<file path="config.mk">
export PLATFORM = sky130hd
export DESIGN_NAME = block_mul_2x2
export DESIGN_NICKNAME = d
export VERILOG_FILES = /design/src/rtl/block_mul_2x2.sv
export SDC_FILE = /design/constraint.sdc
export NUM_CORES = 2
export LEC_CHECK = 0
export ABC_AREA = 1
export CAP_MARGIN = 20
export CORE_MARGIN = 3
export CORE_UTILIZATION = 55
export DETAILED_ROUTE_END_ITERATION = 12
export HOLD_SLACK_MARGIN = 0.12
export PLACE_DENSITY = 0.79
export SLEW_MARGIN = 30
export SYNTH_ARGS = -nofsm -noshare
export SYNTH_HDL_FRONTEND = slang
export SYNTH_SLANG_ARGS = --single-unit
export TNS_END_PERCENT = 20
</file>
<file path="constraint.sdc">
create_clock -name clk -period 18.47 [get_ports clk]
set_clock_uncertainty 0.1 [all_clocks]
set_input_delay 1.847 -clock clk [delete_from_list [all_inputs] [get_ports clk]]
set_output_delay 1.847 -clock clk [all_outputs]
set_load 0.02 [all_outputs]
</file>
<file path="src/rtl/block_mul_2x2.sv">
`default_nettype none
`timescale 1ns/1ps
// ============================================================================
//  Module      : block_mul_2x2
//  Description : Sequential 2x2 signed block multiply-accumulate unit.
//                One shared multiplier is stepped over eight products, and
//                the 2x2 result tile is then presented for write-back.
//  Revision    : 1.0 - initial release
// ============================================================================
module block_mul_2x2 #(
  parameter int DATA_WIDTH = 32
) (
  input  logic                  clk,
  input  logic                  reset,
  input  logic                  start,
  input  logic                  accumulate,
  input  logic [DATA_WIDTH-1:0] a_ul,
  input  logic [DATA_WIDTH-1:0] a_ur,
  input  logic [DATA_WIDTH-1:0] a_dl,
  input  logic [DATA_WIDTH-1:0] a_dr,
  input  logic [DATA_WIDTH-1:0] b_ul,
  input  logic [DATA_WIDTH-1:0] b_ur,
  input  logic [DATA_WIDTH-1:0] b_dl,
  input  logic [DATA_WIDTH-1:0] b_dr,
  output logic                  ready,
  output logic                  result_valid,
  output logic [DATA_WIDTH-1:0] c_ul,
  output logic [DATA_WIDTH-1:0] c_ur,
  output logic [DATA_WIDTH-1:0] c_dl,
  output logic [DATA_WIDTH-1:0] c_dr
);

  typedef enum logic [1:0] {
    IDLE = 2'd0,
    MUL  = 2'd1,
    DONE = 2'd2
  } state_t;

  state_t                  state;
  state_t                  state_next;
  logic [2:0]              step;
  logic                    accept;

  // Operand copies taken at the accepting edge
  logic [DATA_WIDTH-1:0]   ra_ul, ra_ur, ra_dl, ra_dr;
  logic [DATA_WIDTH-1:0]   rb_ul, rb_ur, rb_dl, rb_dr;
  // Running partial sums of the four result elements
  logic [DATA_WIDTH-1:0]   p_ul, p_ur, p_dl, p_dr;

  logic [DATA_WIDTH-1:0]   mul_a;
  logic [DATA_WIDTH-1:0]   mul_b;
  logic [DATA_WIDTH-1:0]   prod;
  logic [DATA_WIDTH-1:0]   sel_p;
  logic [DATA_WIDTH-1:0]   sum;

  // State register
  always_ff @(posedge clk or posedge reset) begin
    if (reset) state <= IDLE;
    else       state <= state_next;
  end

  // Next-state decode and handshake outputs
  always_comb begin
    state_next   = state;
    ready        = 1'b0;
    result_valid = 1'b0;
    case (state)
      IDLE: begin
        ready = 1'b1;
        if (start) state_next = MUL;
      end
      MUL: begin
        if (step == 3'd7) state_next = DONE;
      end
      DONE: begin
        ready        = 1'b1;
        result_valid = 1'b1;
        state_next   = start ? MUL : IDLE;
      end
      default: state_next = IDLE;
    endcase
  end

  assign accept = start && ready;

  // Operand selection: step[2] picks the A row, step[1] the B column,
  // step[0] walks the inner dimension.
  always_comb begin
    mul_a = step[0] ? (step[2] ? ra_dr : ra_ur) : (step[2] ? ra_dl : ra_ul);
    mul_b = step[1] ? (step[0] ? rb_dr : rb_ur) : (step[0] ? rb_dl : rb_ul);
    case (step[2:1])
      2'd0:    sel_p = p_ul;
      2'd1:    sel_p = p_ur;
      2'd2:    sel_p = p_dl;
      default: sel_p = p_dr;
    endcase
  end

  // The low DATA_WIDTH bits of a two's-complement product do not depend on
  // signedness, so a same-width multiply yields the truncated signed product.
  assign prod = mul_a * mul_b;
  assign sum  = sel_p + prod;

  // Operand capture, partial accumulation and result write-back
  always_ff @(posedge clk or posedge reset) begin
    if (reset) begin
      step  <= 3'd0;
      ra_ul <= '0; ra_ur <= '0; ra_dl <= '0; ra_dr <= '0;
      rb_ul <= '0; rb_ur <= '0; rb_dl <= '0; rb_dr <= '0;
      p_ul  <= '0; p_ur  <= '0; p_dl  <= '0; p_dr  <= '0;
      c_ul  <= '0; c_ur  <= '0; c_dl  <= '0; c_dr  <= '0;
    end else if (accept) begin
      step  <= 3'd0;
      ra_ul <= a_ul; ra_ur <= a_ur; ra_dl <= a_dl; ra_dr <= a_dr;
      rb_ul <= b_ul; rb_ur <= b_ur; rb_dl <= b_dl; rb_dr <= b_dr;
      p_ul  <= accumulate ? c_ul : '0;
      p_ur  <= accumulate ? c_ur : '0;
      p_dl  <= accumulate ? c_dl : '0;
      p_dr  <= accumulate ? c_dr : '0;
    end else if (state == MUL) begin
      step <= step + 3'd1;
      case (step[2:1])
        2'd0:    p_ul <= sum;
        2'd1:    p_ur <= sum;
        2'd2:    p_dl <= sum;
        default: p_dr <= sum;
      endcase
      // Last product completes p_dr; publish the whole tile on the same edge
      if (step == 3'd7) begin
        c_ul <= p_ul;
        c_ur <= p_ur;
        c_dl <= p_dl;
        c_dr <= sum;
      end
    end
  end

endmodule
`default_nettype wire
</file>
# Word level (Yosys, flattened, before mapping)
# Cells that the tools add are included.
word_totals:
  register_bits: 517
  latchBits: 0
  ram_bits: 0
  romBits: 0
  inputBits: 260
  output_inout_bits: 130
  word_cells: 76
  mem_count: 0
classes:
  addsub: 2
  mul: 1
  div_mod_pow: 0
  order_cmp: 0
  eq_ne: 8
  shift: 0
  n_mux: 31
  bitwise_logic: 1
  reduce_logical: 15
ops:
  columns: ["cell", "count"]
  rows:
  - ["2-to-1 mux 32 bit", 22]
  - ["case mux 32 bit (3 select lines)", 1]
  - ["adder 32 bit", 1]
  - ["multiplier 32 x 32 -> 32 bit", 1]
  - ["AND reduction 2 bit", 5]
  - ["nonzero test 2 bit", 4]
  - ["2-to-1 mux 3 bit", 2]
  - ["case mux 2 bit (3 select lines)", 1]
  - ["equality test 2 x 1 -> 1 bit, second input constant", 2]
  - ["equality test 2 bit, second input constant", 2]
  - ["zero test 2 bit", 2]
  - ["2-to-1 mux 2 bit", 2]
  - ["inequality test 2 x 1 -> 1 bit, second input constant", 2]
  - ["adder 3 x 1 -> 3 bit, second input constant", 1]
  - ["equality test 3 bit, second input constant", 1]
  - ["2-to-1 mux 1 bit", 3]
  - ["AND reduction 3 bit", 1]
  - ["OR reduction 3 bit", 1]
  - ["inequality test 2 bit, second input constant", 1]
  - ["OR reduction 2 bit", 1]
  - ["logical AND 1 bit", 1]
  - ["inverter 1 bit", 1]

# Depth between registers and ports, before layout
depth:
  ltp_word: 7
  ltp_mapped: 41
  ltp_nobuf: 38

# Least setup slack after synthesis
# No wires, ideal clock.
synth_path:
  kind: "flip-flop to flip-flop"
  start: "register step[1]"
  end: "register p_ur[29]"
  setup_ns: 0.087
  arrival_ns: 7.897
  path_slack_ns: 10.386
  path_stages_with_launch: 38
  n_path_buf: 4
  period_less_slack_ns: 8.084
  path_cell_list: "dfrtp_1 buf_2 buf_2 nor2_1 clkbuf_1 clkbuf_1 nand2_1 o211ai_1 o21ai_0 fa_1 inv_1 fa_1 fa_1 inv_1 fa_1 inv_1 fa_1 inv_1 [2 not listed] fa_1 inv_1 fa_1 inv_1 ha_1 nand2_1 nor2_1 nor3b_1 nand4_1 nand3_1 nand3_1 nand2_1 a31oi_1 o21ai_0 nand2_1 nand3b_1 nand3_1 a22oi_1"
synth_via:
  elab_chain_len: 6
  word_cells_on_any_way: 12
synth_lines:
  columns: ["item", "line_no", "rtl"]
  rows:
  - ["from (decl)", "41", "logic [2:0] step;"]
  - ["from (signal assigned)", "121", "step <= step + 3'd1;"]
  - ["2-to-1 mux 32 bit (tied with other cells)", "90", "mul_b = step[1] ? (step[0] ? rb_dr : rb_ur) : (step[0] ? rb_dl : rb_ul);"]
  - ["multiplier 32 x 32 -> 32 bit / case mux 32 bit (3 select lines) (equally long branches)", "101, 91", null]
  - ["adder 32 bit", "102", "assign sum = sel_p + prod;"]
  - ["2-to-1 mux 32 bit", "122", "case (step[2:1])"]
  - ["2-to-1 mux 32 bit", "120", "end else if (state == MUL) begin"]
  - ["2-to-1 mux 32 bit", "112", "end else if (accept) begin"]
  - ["to (signal assigned)", "117", "p_ur <= accumulate ? c_ur : '0;"]
  - ["to (signal assigned)", "124", "2'd1: p_ur <= sum;"]
  - ["to (decl)", "48", "logic [DATA_WIDTH-1:0] p_ul, p_ur, p_dl, p_dr;"]
# Several ways; a longest one is shown, not always the timed one. The select of a mux whose other input is x is not followed.
# A chain may end at the register's enable or synchronous reset.

# Worst setup path in the final report
layout_path:
  start: "register step[0]"
  end: "register p_dr[19]"
layout_via:
  elab_chain_len: 7
  word_cells_on_any_way: 9
layout_lines:
  columns: ["item", "line_no", "rtl"]
  rows:
  - ["2-to-1 mux 32 bit (2 in a row)", "90", null]
  - ["multiplier 32 x 32 -> 32 bit (*)", "101", "assign prod = mul_a * mul_b;"]
  - ["adder 32 bit (*)", "102", null]
  - ["2-to-1 mux 32 bit (*)", "122", null]
  - ["2-to-1 mux 32 bit (*)", "120", null]
  - ["2-to-1 mux 32 bit (*)", "112", null]
  - ["to (signal assigned)", "119", "p_dr <= accumulate ? c_dr : '0;"]
  - ["to (signal assigned)", "126", "default: p_dr <= sum;"]
  - ["to (decl)", "48", null]
# Every way passes the cells marked *; elsewhere a longest branch is shown, timed or not. The select of a mux whose other input is x is not followed.

==> results.cfg <==
[route]
vias_per_cell = 5.65
wl_per_cell_um = 21.1
dr_wl_met3_mm = 15.2
highest_layer = met5
vias = 34500
routed_wl_mm = 129
dr.first_iter.drc_count = 4092
wl_met2_mm = 57.0
drc_errors = 0
dr.pass1.iters = 6
met1_length_mm = 49.4
ant_nets = 0

[critical_path]
cpMaxStageDelayCell = o21ai_0
start_kind = flop
cp_common_cell = fa_1
required_ns = 18.87
cp_data_arrival_time_ns = 10.91
max_stage_delay_ns = 0.77
crit_type = reg -> reg
crit_fanout = 64
end_kind = flop

[clock_network]
clkSinkCount = 517
cts_buffer_depth = 3
cts_tree = yes
clk_latency_ns = 0.62
cts.clk_slew.worst_paths_ns = 0.06
root_buffer = clkbuf_16
cts_made_buffers = 52
cts-resized-gates = 0
cts_hold_buf = 0
h-tree-depth = 2
postCtsSetupBuffers = 0

[sta]
setup_tns_ns = 0
final.period_utilization_pct = 56.9
tightest_slew_ns = 0.960
fmax_mhz = 95.2
post-route-min-period_ns = 10.50
rsz0062_at_grt = no
slew-limit-headroom_pct = 35.3
setup-violations-final = 0
drv_slew = 0
hold_violations = 0

[global_routing]
grt_overflow = 0
grt_pass1_vias = 35000
antenna_found_initial = 8
grt_max_degree = 162
grt_pass1_wl_mm = 200
grt_usage_pct = 34.8

[synthesis]
synth_area_per_cell_um2 = 8.06
synthFlopType = dfrtp_1
synth_area_leaders = dfrtp_1, fa_1, nand2_1, inv_1, ha_1
post-synth-top-area-cell = dfrtp_1
yosysMostFrequentCell = nand2_1
yosysWarnings = 0
synth_top_area_share_pct = 33.0
yosysSeqAreaShare_pct = 33.0
syn_inst = 4871
syn_area_mm2 = 0.0393
synth.net_count = 5695
ys_async_sr_fraction_pct = 100
synth-edff-count = 0
netlist_top_cells_count = nand2_1, inv_1, dfrtp_1
synth.distinct_cells = 47
ys_ff_latch = 517

[min_path]
hold_class = reg -> reg

[job]
cap_viol_max_count = 0

[place]
gp_congestion = 0.964
hpwl_mm = 95.0
io_buffers = 389

[die]
die_w_um = 273
start_util_pct = 55.8
num_rows = 97
dieHeight_um = 273
coreArea_mm2 = 0.0704
die_area_mm2 = 0.0746
io_pins = 390

[final_layout]
area_delta_synth_final_pct = 15.9
drive_above_1_share_pct = 3.86
final_nets = 5944

[status]
status = finished clean
[worst paths after layout]
check	from	end	slack, ns	depth (start not counted)
worst max-delay path	step[0]$_DFFE_PP0P_	p_dr[19]$_DFFE_PP0P_	7.97	29
worst min-delay path	rb_ur[10]$_DFFE_PP0P_	rb_ur[10]$_DFFE_PP0P_	0.38	2
worst max register to register	step[0]$_DFFE_PP0P_	p_dr[19]$_DFFE_PP0P_	7.97	29
worst min register to register	rb_ur[10]$_DFFE_PP0P_	rb_ur[10]$_DFFE_PP0P_	0.38	2
max in group asynchronous	reset	rb_ur[6]$_DFFE_PP0P_	14.59	4
min in group asynchronous	reset	c_ul[0]$_DFFE_PP0P_	1.62	2
[cell families after synthesis]
logic type	Yosys count	synth area share [%]
buffers and inverters	934	9.33
DFF	517	33.0
xor gates and xnor gates	40	0.950
AOI/OAI and AO/OA	573	8.21
adders and majority gates	564	26.4
and+or+nand+nor	2243	22.2
[metrics by stage]
step	worst slack (ns)	cells	hold slack [ns]	instance area, µm²	utilization [%]
6_report	7.97	6105	0.379	45500	64.7
5_1_grt	7.38	6105	0.393	45500	64.7
4_1_cts	8.13	6100	0.381	45500	64.6
3_5_place_dp	8.24	6006	0.364	43700	62.1
3_3_place_gp	8.27	6006	0.357	43700	62.1
2_1_floorplan	2.08	4871	0.344	39300	-
[flip-flops by register name, indices dropped and copies added (netlist names), 32 cells and up]
signal / cells
c_ur: 32
rb_ul: 32
rb_dl: 32
rb_ur: 32
ra_dr: 32
rb_dr: 32
p_dr: 32
c_dr: 32
p_ur: 32
c_dl: 32
c_ul: 32
p_ul: 32
ra_dl: 32
ra_ul: 32
ra_ur: 32
p_dl: 32
[cell type report]
type                            instances  area (µm²)
Fill cell                            5799       24900
Multi-Input combinational cell       3420       22700
Sequential cell                       517       12900
Timing Repair Buffer                  434        4260
Inverter                              695        2630
Clock buffer                           77        1580
Tap cell                              940        1180
Clock inverter                         17         218
Antenna cell                            5        12.5
[placed cells by master (no fill, tap or decap), types with 126 or more instances in the layout]
master / n
nor2_1: 378
ha_1: 126
clkdlybuf4s50_1: 389
nand2_1: 1680
inv_1: 674
a21oi_1: 230
fa_1: 438
dfrtp_1: 514
nand3_1: 127
o21ai_0: 221
[per-layer routing]
| layer | global-route usage, % | up-vias |
|---|---|---|
| li1 | - | 15300 |
| met1 | 47.4 | 16700 |
| met2 | 53.2 | 2078 |
| met3 | 8.63 | 390 |
| met4 | 15.7 | 2 |
| met5 | 0 | - |
[worst max-delay path: cells and delay by family, from the launching register on]
| family | cells | cell delay (ns) |
|---|---|---|
| xor gates and xnor gates | 1 | 0.36 |
| AOI/OAI and AO/OA | 6 | 1.93 |
| adders and majority gates | 9 | 3.95 |
| buffers and inverters | 7 | 2.17 |
| DFF | 1 | 0.53 |
| and+or+nand+nor | 6 | 1.28 |
Power is left out: the tool's default activity adds up to more than one toggle a clock period on the data nets, which glitch-free logic cannot reach.
